$ cat src/rtl/lsu_pkg.sv
// Shared types for the MEM-stage load/store unit.
// States, access sizes and RV32I load/store funct3 encodings.
package lsu_pkg;

  typedef enum logic [1:0] {
    IDLE,
    ACCESS,
    RESP
  } lsu_state_t;

  typedef enum logic [1:0] {
    SZ_B,
    SZ_H,
    SZ_W,
    SZ_X
  } lsu_size_t;

  localparam logic [2:0] F3_B  = 3'b000;
  localparam logic [2:0] F3_H  = 3'b001;
  localparam logic [2:0] F3_W  = 3'b010;
  localparam logic [2:0] F3_BU = 3'b100;
  localparam logic [2:0] F3_HU = 3'b101;

  function automatic lsu_size_t f3_size(
    input logic [2:0] f3
  );
    lsu_size_t s;
    unique case (f3)
      F3_B, F3_BU: s = SZ_B;
      F3_H, F3_HU: s = SZ_H;
      F3_W:        s = SZ_W;
      default:     s = SZ_X;
    endcase
    return s;
  endfunction

endpackage

$ cat src/rtl/lsu_align.sv
// Byte-lane steering: enables, replicated store data and
// sign/zero-extended load data for one funct3/offset pair.
module lsu_align
  import lsu_pkg::*;
(
  input  logic [2:0]  funct3,
  input  logic [1:0]  addr_lo,
  input  logic [31:0] wdata,
  input  logic [31:0] rdata,
  output logic [3:0]  be,
  output logic [31:0] wdata_rep,
  output logic [31:0] rdata_ext
);

  lsu_size_t   size;
  logic        sext;
  logic [31:0] sh;
  logic [7:0]  b;
  logic [15:0] h;

  always_comb begin
    size      = f3_size(funct3);
    sext      = ~funct3[2];
    sh        = rdata >> {addr_lo, 3'b000};
    b         = sh[7:0];
    h         = addr_lo[1] ? rdata[31:16]
                           : rdata[15:0];
    be        = '0;
    wdata_rep = '0;
    rdata_ext = '0;
    unique case (1'b1)
      size == SZ_B: begin
        be        = 4'b0001 << addr_lo;
        wdata_rep = {4{wdata[7:0]}};
        rdata_ext = {{24{sext & b[7]}}, b};
      end
      size == SZ_H: begin
        be        = addr_lo[1] ? 4'b1100
                               : 4'b0011;
        wdata_rep = {2{wdata[15:0]}};
        rdata_ext = {{16{sext & h[15]}}, h};
      end
      size == SZ_W: begin
        be        = 4'b1111;
        wdata_rep = wdata;
        rdata_ext = rdata;
      end
      default: ;
    endcase
  end

endmodule

$ cat src/rtl/mem_stage_lsu.sv
// MEM-stage load/store unit with variable-latency memory handshake.
// Define MISALIGN_TRAP_EN to trap misaligned H/W instead of aligning.
module mem_stage_lsu
  import lsu_pkg::*;
#(
  parameter int TIMEOUT_CYC = 16
) (
  input  logic        clk,
  input  logic        rst_n,
  input  logic        req_valid,
  output logic        req_ready,
  input  logic        req_we,
  input  logic [2:0]  req_funct3,
  input  logic [31:0] req_addr,
  input  logic [31:0] req_wdata,
  input  logic [4:0]  req_dest,
  output logic        busy,
  output logic        rsp_valid,
  output logic [31:0] rsp_data,
  output logic [4:0]  rsp_dest,
  output logic        rsp_err,
  output logic        mem_req,
  output logic        mem_wen,
  output logic [31:0] mem_addr,
  output logic [3:0]  mem_be,
  output logic [31:0] mem_wdata,
  input  logic        mem_ack,
  input  logic [31:0] mem_rdata
);

  localparam int CW = $clog2(TIMEOUT_CYC + 1);
  localparam logic [CW-1:0] LIMIT =
    CW'(TIMEOUT_CYC - 1);

  lsu_state_t  state, state_d;
  logic [2:0]  f3_q;
  logic [1:0]  lo_q;
  logic [4:0]  dest_q;
  logic        we_q;
  logic [CW-1:0] cnt;

  lsu_size_t   rsz;
  logic        illegal, misal, bad;
  logic        accept, tmo;
  logic [2:0]  al_f3;
  logic [1:0]  al_lo;
  logic [3:0]  al_be;
  logic [31:0] al_wdata, al_rdata;

  assign req_ready = (state == IDLE);
  assign busy      = ~req_ready;
  assign accept    = req_valid & req_ready;
  assign tmo       = (cnt == LIMIT);

  assign rsz     = f3_size(req_funct3);
  assign illegal = (rsz == SZ_X)
                 | (req_funct3[2] & req_we);
`ifdef MISALIGN_TRAP_EN
  assign misal = ((rsz == SZ_H) & req_addr[0])
               | ((rsz == SZ_W) & (req_addr[1:0] != 2'b00));
`else
  assign misal = 1'b0;
`endif
  assign bad = illegal | misal;

  // Idle steers the incoming request; afterwards the latched one.
  assign al_f3 = req_ready ? req_funct3 : f3_q;
  assign al_lo = req_ready ? req_addr[1:0] : lo_q;

  lsu_align u_align (
    .funct3    (al_f3),
    .addr_lo   (al_lo),
    .wdata     (req_wdata),
    .rdata     (mem_rdata),
    .be        (al_be),
    .wdata_rep (al_wdata),
    .rdata_ext (al_rdata)
  );

  always_comb begin
    state_d = state;
    unique case (state)
      IDLE:
        if (accept)
          state_d = bad ? RESP : ACCESS;
      ACCESS:
        if (mem_ack || tmo)
          state_d = RESP;
      RESP:
        state_d = IDLE;
      default:
        state_d = IDLE;
    endcase
  end

  always_ff @(posedge clk or negedge rst_n) begin
    if (!rst_n) begin
      state     <= IDLE;
      f3_q      <= '0;
      lo_q      <= '0;
      dest_q    <= '0;
      we_q      <= 1'b0;
      cnt       <= '0;
      rsp_valid <= 1'b0;
      rsp_data  <= '0;
      rsp_dest  <= '0;
      rsp_err   <= 1'b0;
      mem_req   <= 1'b0;
      mem_wen   <= 1'b0;
      mem_addr  <= '0;
      mem_be    <= '0;
      mem_wdata <= '0;
    end else begin
      state     <= state_d;
      rsp_valid <= 1'b0;
      rsp_data  <= '0;
      rsp_dest  <= '0;
      rsp_err   <= 1'b0;
      unique case (state)
        IDLE:
          if (accept) begin
            f3_q   <= req_funct3;
            lo_q   <= req_addr[1:0];
            dest_q <= req_dest;
            we_q   <= req_we;
            cnt    <= '0;
            if (bad) begin
              rsp_valid <= 1'b1;
              rsp_err   <= 1'b1;
            end else begin
              mem_req   <= 1'b1;
              mem_wen   <= req_we;
              mem_addr  <= {req_addr[31:2], 2'b00};
              mem_be    <= al_be;
              mem_wdata <= al_wdata;
            end
          end
        ACCESS:
          if (mem_ack || tmo) begin
            mem_req   <= 1'b0;
            mem_wen   <= 1'b0;
            mem_addr  <= '0;
            mem_be    <= '0;
            mem_wdata <= '0;
            rsp_valid <= 1'b1;
            // An ack on the limit cycle still completes normally.
            if (!mem_ack) begin
              rsp_err <= 1'b1;
            end else if (!we_q) begin
              rsp_data <= al_rdata;
              rsp_dest <= dest_q;
            end
          end else begin
            cnt <= cnt + 1'b1;
          end
        default: ;
      endcase
    end
  end

endmodule

$ cat config.mk
export PLATFORM = sky130hd
export DESIGN_NAME = mem_stage_lsu
export DESIGN_NICKNAME = d
export VERILOG_FILES = /design/src/rtl/lsu_pkg.sv /design/src/rtl/lsu_align.sv /design/src/rtl/mem_stage_lsu.sv
export SDC_FILE = /design/constraint.sdc
export NUM_CORES = 1
export LEC_CHECK = 0
export CAP_MARGIN = 25
export CORE_MARGIN = 3
export CORE_UTILIZATION = 48
export DETAILED_ROUTE_END_ITERATION = 8
export HOLD_SLACK_MARGIN = 0.08
export MAX_ROUTING_LAYER = met4
export PLACE_DENSITY = 0.95
export SYNTH_ARGS = -nofsm -noshare
export SYNTH_HDL_FRONTEND = slang
export SYNTH_HIERARCHICAL = 1
export SYNTH_SLANG_ARGS = --single-unit
$ cat constraint.sdc
create_clock -name clk -period 4.15 [get_ports clk]
set_input_delay 0.83 -clock clk [delete_from_list [all_inputs] [get_ports clk]]
set_output_delay 0.83 -clock clk [all_outputs]
set_load 0.02 [all_outputs]
==> impl_metrics.env <==
export IMPL_synth_top_family_by_area="compound AO/OA/AOI/OAI gates"
export IMPL_grt_setup_unrepaired="false"
export IMPL_start_util_pct=49.62
export IMPL_dr_first_iter_drc_count=492
export IMPL_rows=40
export IMPL_coreArea_mm2=0.01211
export IMPL_insertion_delay_ps=410
export IMPL_synth_top_area_share_pct=52.05
export IMPL_seq_area_mm2=0.003128
export IMPL_synth_simple_area_share_pct=12.97
export IMPL_drt_wl_total_um=18380
export IMPL_slew_headroom_pct=46.95
export IMPL_cts_max_level=4
export IMPL_die_area_mm2=0.01390
export IMPL_endpoint_kind="register"
export IMPL_status="complete, no violations"
export IMPL_slowest_stage="a2bb2oi_2"
export IMPL_critPathKind="register to register"
export IMPL_critPathArrivalTime_ps=3550
export IMPL_yosysTopAreaCell="dfrtp_1"
export IMPL_dp_final_hpwl_um=12750
export IMPL_ys_seq_area_share_pct=52.05
export IMPL_path_common_cell="mux2_2"
export IMPL_crit_chain="nor2_1 -> mux2_2 -> mux2_2 -> a2bb2oi_2 -> buf_4 -> o211ai_2 -> and2_1"
export IMPL_multiInputGateArea_mm2=0.002585
export IMPL_root_buffer="clkbuf_16"
export IMPL_grt_antenna_before_repair=0
export IMPL_gp_congestion=0.8699
export IMPL_tritoncts="built"
export IMPL_overflow=0
export IMPL_timing_hold_violations_final=0
export IMPL_n_fill_cell=843
export IMPL_ir_worst_vdd_mv=0.3490
export IMPL_drc=0
export IMPL_synth_edf_count=0
export IMPL_avgSynthCellArea_um2=11.03
export IMPL_synth_cell_types=43
export IMPL_via_per_inst=5.850
export IMPL_ys_async_sr_fraction_pct=100.0
export IMPL_synthXorXnorAreaFrac_pct=0
export IMPL_drtPass1Iterations=6
export IMPL_cts_hold_buffers=0
export IMPL_hold_path_class="primary input to asynchronous set/reset pin"
export IMPL_clk_pin_slew_worst_paths_ps=60
export IMPL_die_h_um=117.9
export IMPL_max_freq_ghz=0.3075
export IMPL_drive_gt1_share_pct=10.83
export IMPL_crit_fanout=16
export IMPL_slowest_delay_ps=640
export IMPL_grt_pass1_wl_um=28940
export IMPL_portBuffers=217
export IMPL_areaGrowthSynthToFinish_pct=47.47
export IMPL_ys_warn_count=6
export IMPL_critPathTopFamily="multiplexers"
export IMPL_fin_setup_tns_ps=0
export IMPL_synth_mux_area_share_pct=8.182
export IMPL_antennaDiodeCount=0
export IMPL_tightest_slew_ps=795.0
export IMPL_post_cts_buffers=0
export IMPL_grt_pass1_vias=5479
export IMPL_synth_compound_area_share_pct=20.95
export IMPL_synth_commonest_cells="125 x dfrtp_1, 67 x a22o_1, 52 x nand2_1"
export IMPL_drv_slew=0
export IMPL_path_buf_inv=1
export IMPL_postRouteAntennaNets=0
export IMPL_clock_skew_ps=6.777
export IMPL_ys_ff_latch=125
export IMPL_maxCapViolations=0
export IMPL_critPathLaunchType="register"
export IMPL_avgRoutedWirePerCell_um=19.87
export IMPL_place_area_mm2=0.008254
export IMPL_ioPinCount=220
export IMPL_num_nets_final=855
export IMPL_synthTopCellsByArea="dfrtp_1 52%, a22o_1 9.8%, mux2i_1 4.0%"
export IMPL_syn_inst=545
export IMPL_p_per_area_mw_per_mm2=592.1
export IMPL_fin_crit_sh_pct=78.36
export IMPL_required_ps=4450
export IMPL_synth_fa_ha_area_share_pct=0.4164
export IMPL_grt_max_degree=87
export IMPL_synth_main_ff_cell="dfrtp_1"
export IMPL_clk_path_buf_depth=2
export IMPL_final_design_area_no_fill_mm2=0.008862
export IMPL_clkSinkCount=125
export IMPL_yosysMostFrequentCell="dfrtp_1"
export IMPL_route_vias_total=5411
export IMPL_period_minus_slack_ps=3252
export IMPL_die_w_um=117.9
export IMPL_setup_violations=0
export IMPL_total_leakage_power_nw=4.028
export IMPL_cts_resized=0
export IMPL_track_usage_pct=26.97
export IMPL_syn_area_mm2=0.006010
export IMPL_numCtsBuffers=17
[cell families (layout without fill, tap and decap cells)]
logic type,after synthesis,count (layout)
buffers and inverters,69,280
other,1,2
adders and majority gates,2,2
AOI/OAI and AO/OA,157,157
DFF,125,125
muxes,39,39
and+or+nand+nor,152,152
[flip-flops by register name, indices dropped and copies added, names as in the netlist]
name and cells:
state 2, rsp_data 32, mem_be 4, mem_wen 1, mem_req 1, lo_q 2, rsp_dest 5, f3_q 3
mem_addr 30, rsp_err 1, rsp_valid 1, we_q 1, cnt 5, dest_q 5, mem_wdata 32
[through the flow]
stage               total power [mW]  hold slack [ps]  std cells  util, %  setup slack [ps]
CTS                            5.264            478.5        924    72.94             939.2
global placement               3.726            450.1        892    68.15             855.4
floorplan                      2.905            437.4        546        -              1493
finish                         5.247            397.0        925    73.17             898.0
global route                   5.488            417.0        925    73.17             718.9
detailed placement             3.801            456.1        892    68.15             735.0
[layer usage]
layer	routed length, um	global-route usage [%]
met2	9069	43.26
met4	428	10.04
met1	7327	33.80
met3	1557	5.959
met5	0	-
[layout make-up]
cell class	count	share of cell area, %
sequential	125	35.30
timing repair buffer	231	25.89
clock buffer	20	5.266
clock inverter	12	1.285
inverter	17	0.7200
multi-input combinational	352	29.17
tap	168	2.372
[path summary, 6_finish.rpt]
check	from	endpoint	slack [ps]	depth (start not counted)
min	rst_n	rsp_dest[2]	400	1
max in group asynchronous	rst_n	mem_wdata[6]	2820	3
min reg2reg	dest_q[4]	dest_q[4]	480	2
max	state[0]	rsp_data[21]	900	7
min in group clk	dest_q[4]	dest_q[4]	480	2
max reg2reg	state[0]	rsp_data[21]	900	7
[layout by cell type, fill, tap and decap left out, types with 3 or more instances in the layout]
cell type | synthesis | routed
a21o_1 | 16 | 16
a21oi_1 | 13 | 13
o211ai_1 | 13 | 13
o221ai_1 | 7 | 7
nand3_1 | 34 | 34
buf_4 | 4 | 14
o31ai_1 | 3 | 3
o21ai_0 | 18 | 18
clkdlybuf4s50_1 | 0 | 216
mux2_2 | 7 | 7
dfrtp_1 | 125 | 125
and2_1 | 37 | 37
inv_1 | 17 | 17
o211ai_2 | 10 | 10
mux2i_1 | 24 | 24
a22o_1 | 67 | 67
mux4_2 | 7 | 7
clkbuf_8 | 0 | 3
nand2_1 | 52 | 52
clkbuf_16 | 0 | 17
clkinvlp_4 | 0 | 7
nor2_1 | 13 | 12
[power breakdown]
part | internal [mW] | switching [mW] | total, mW
Clock | 0.872 | 0.560 | 1.43
Combinational | 1.00 | 1.11 | 2.11
Sequential | 1.51 | 0.192 | 1.70
Total | 3.38 | 1.86 | 5.25
(Power assumes the default switching activity.)
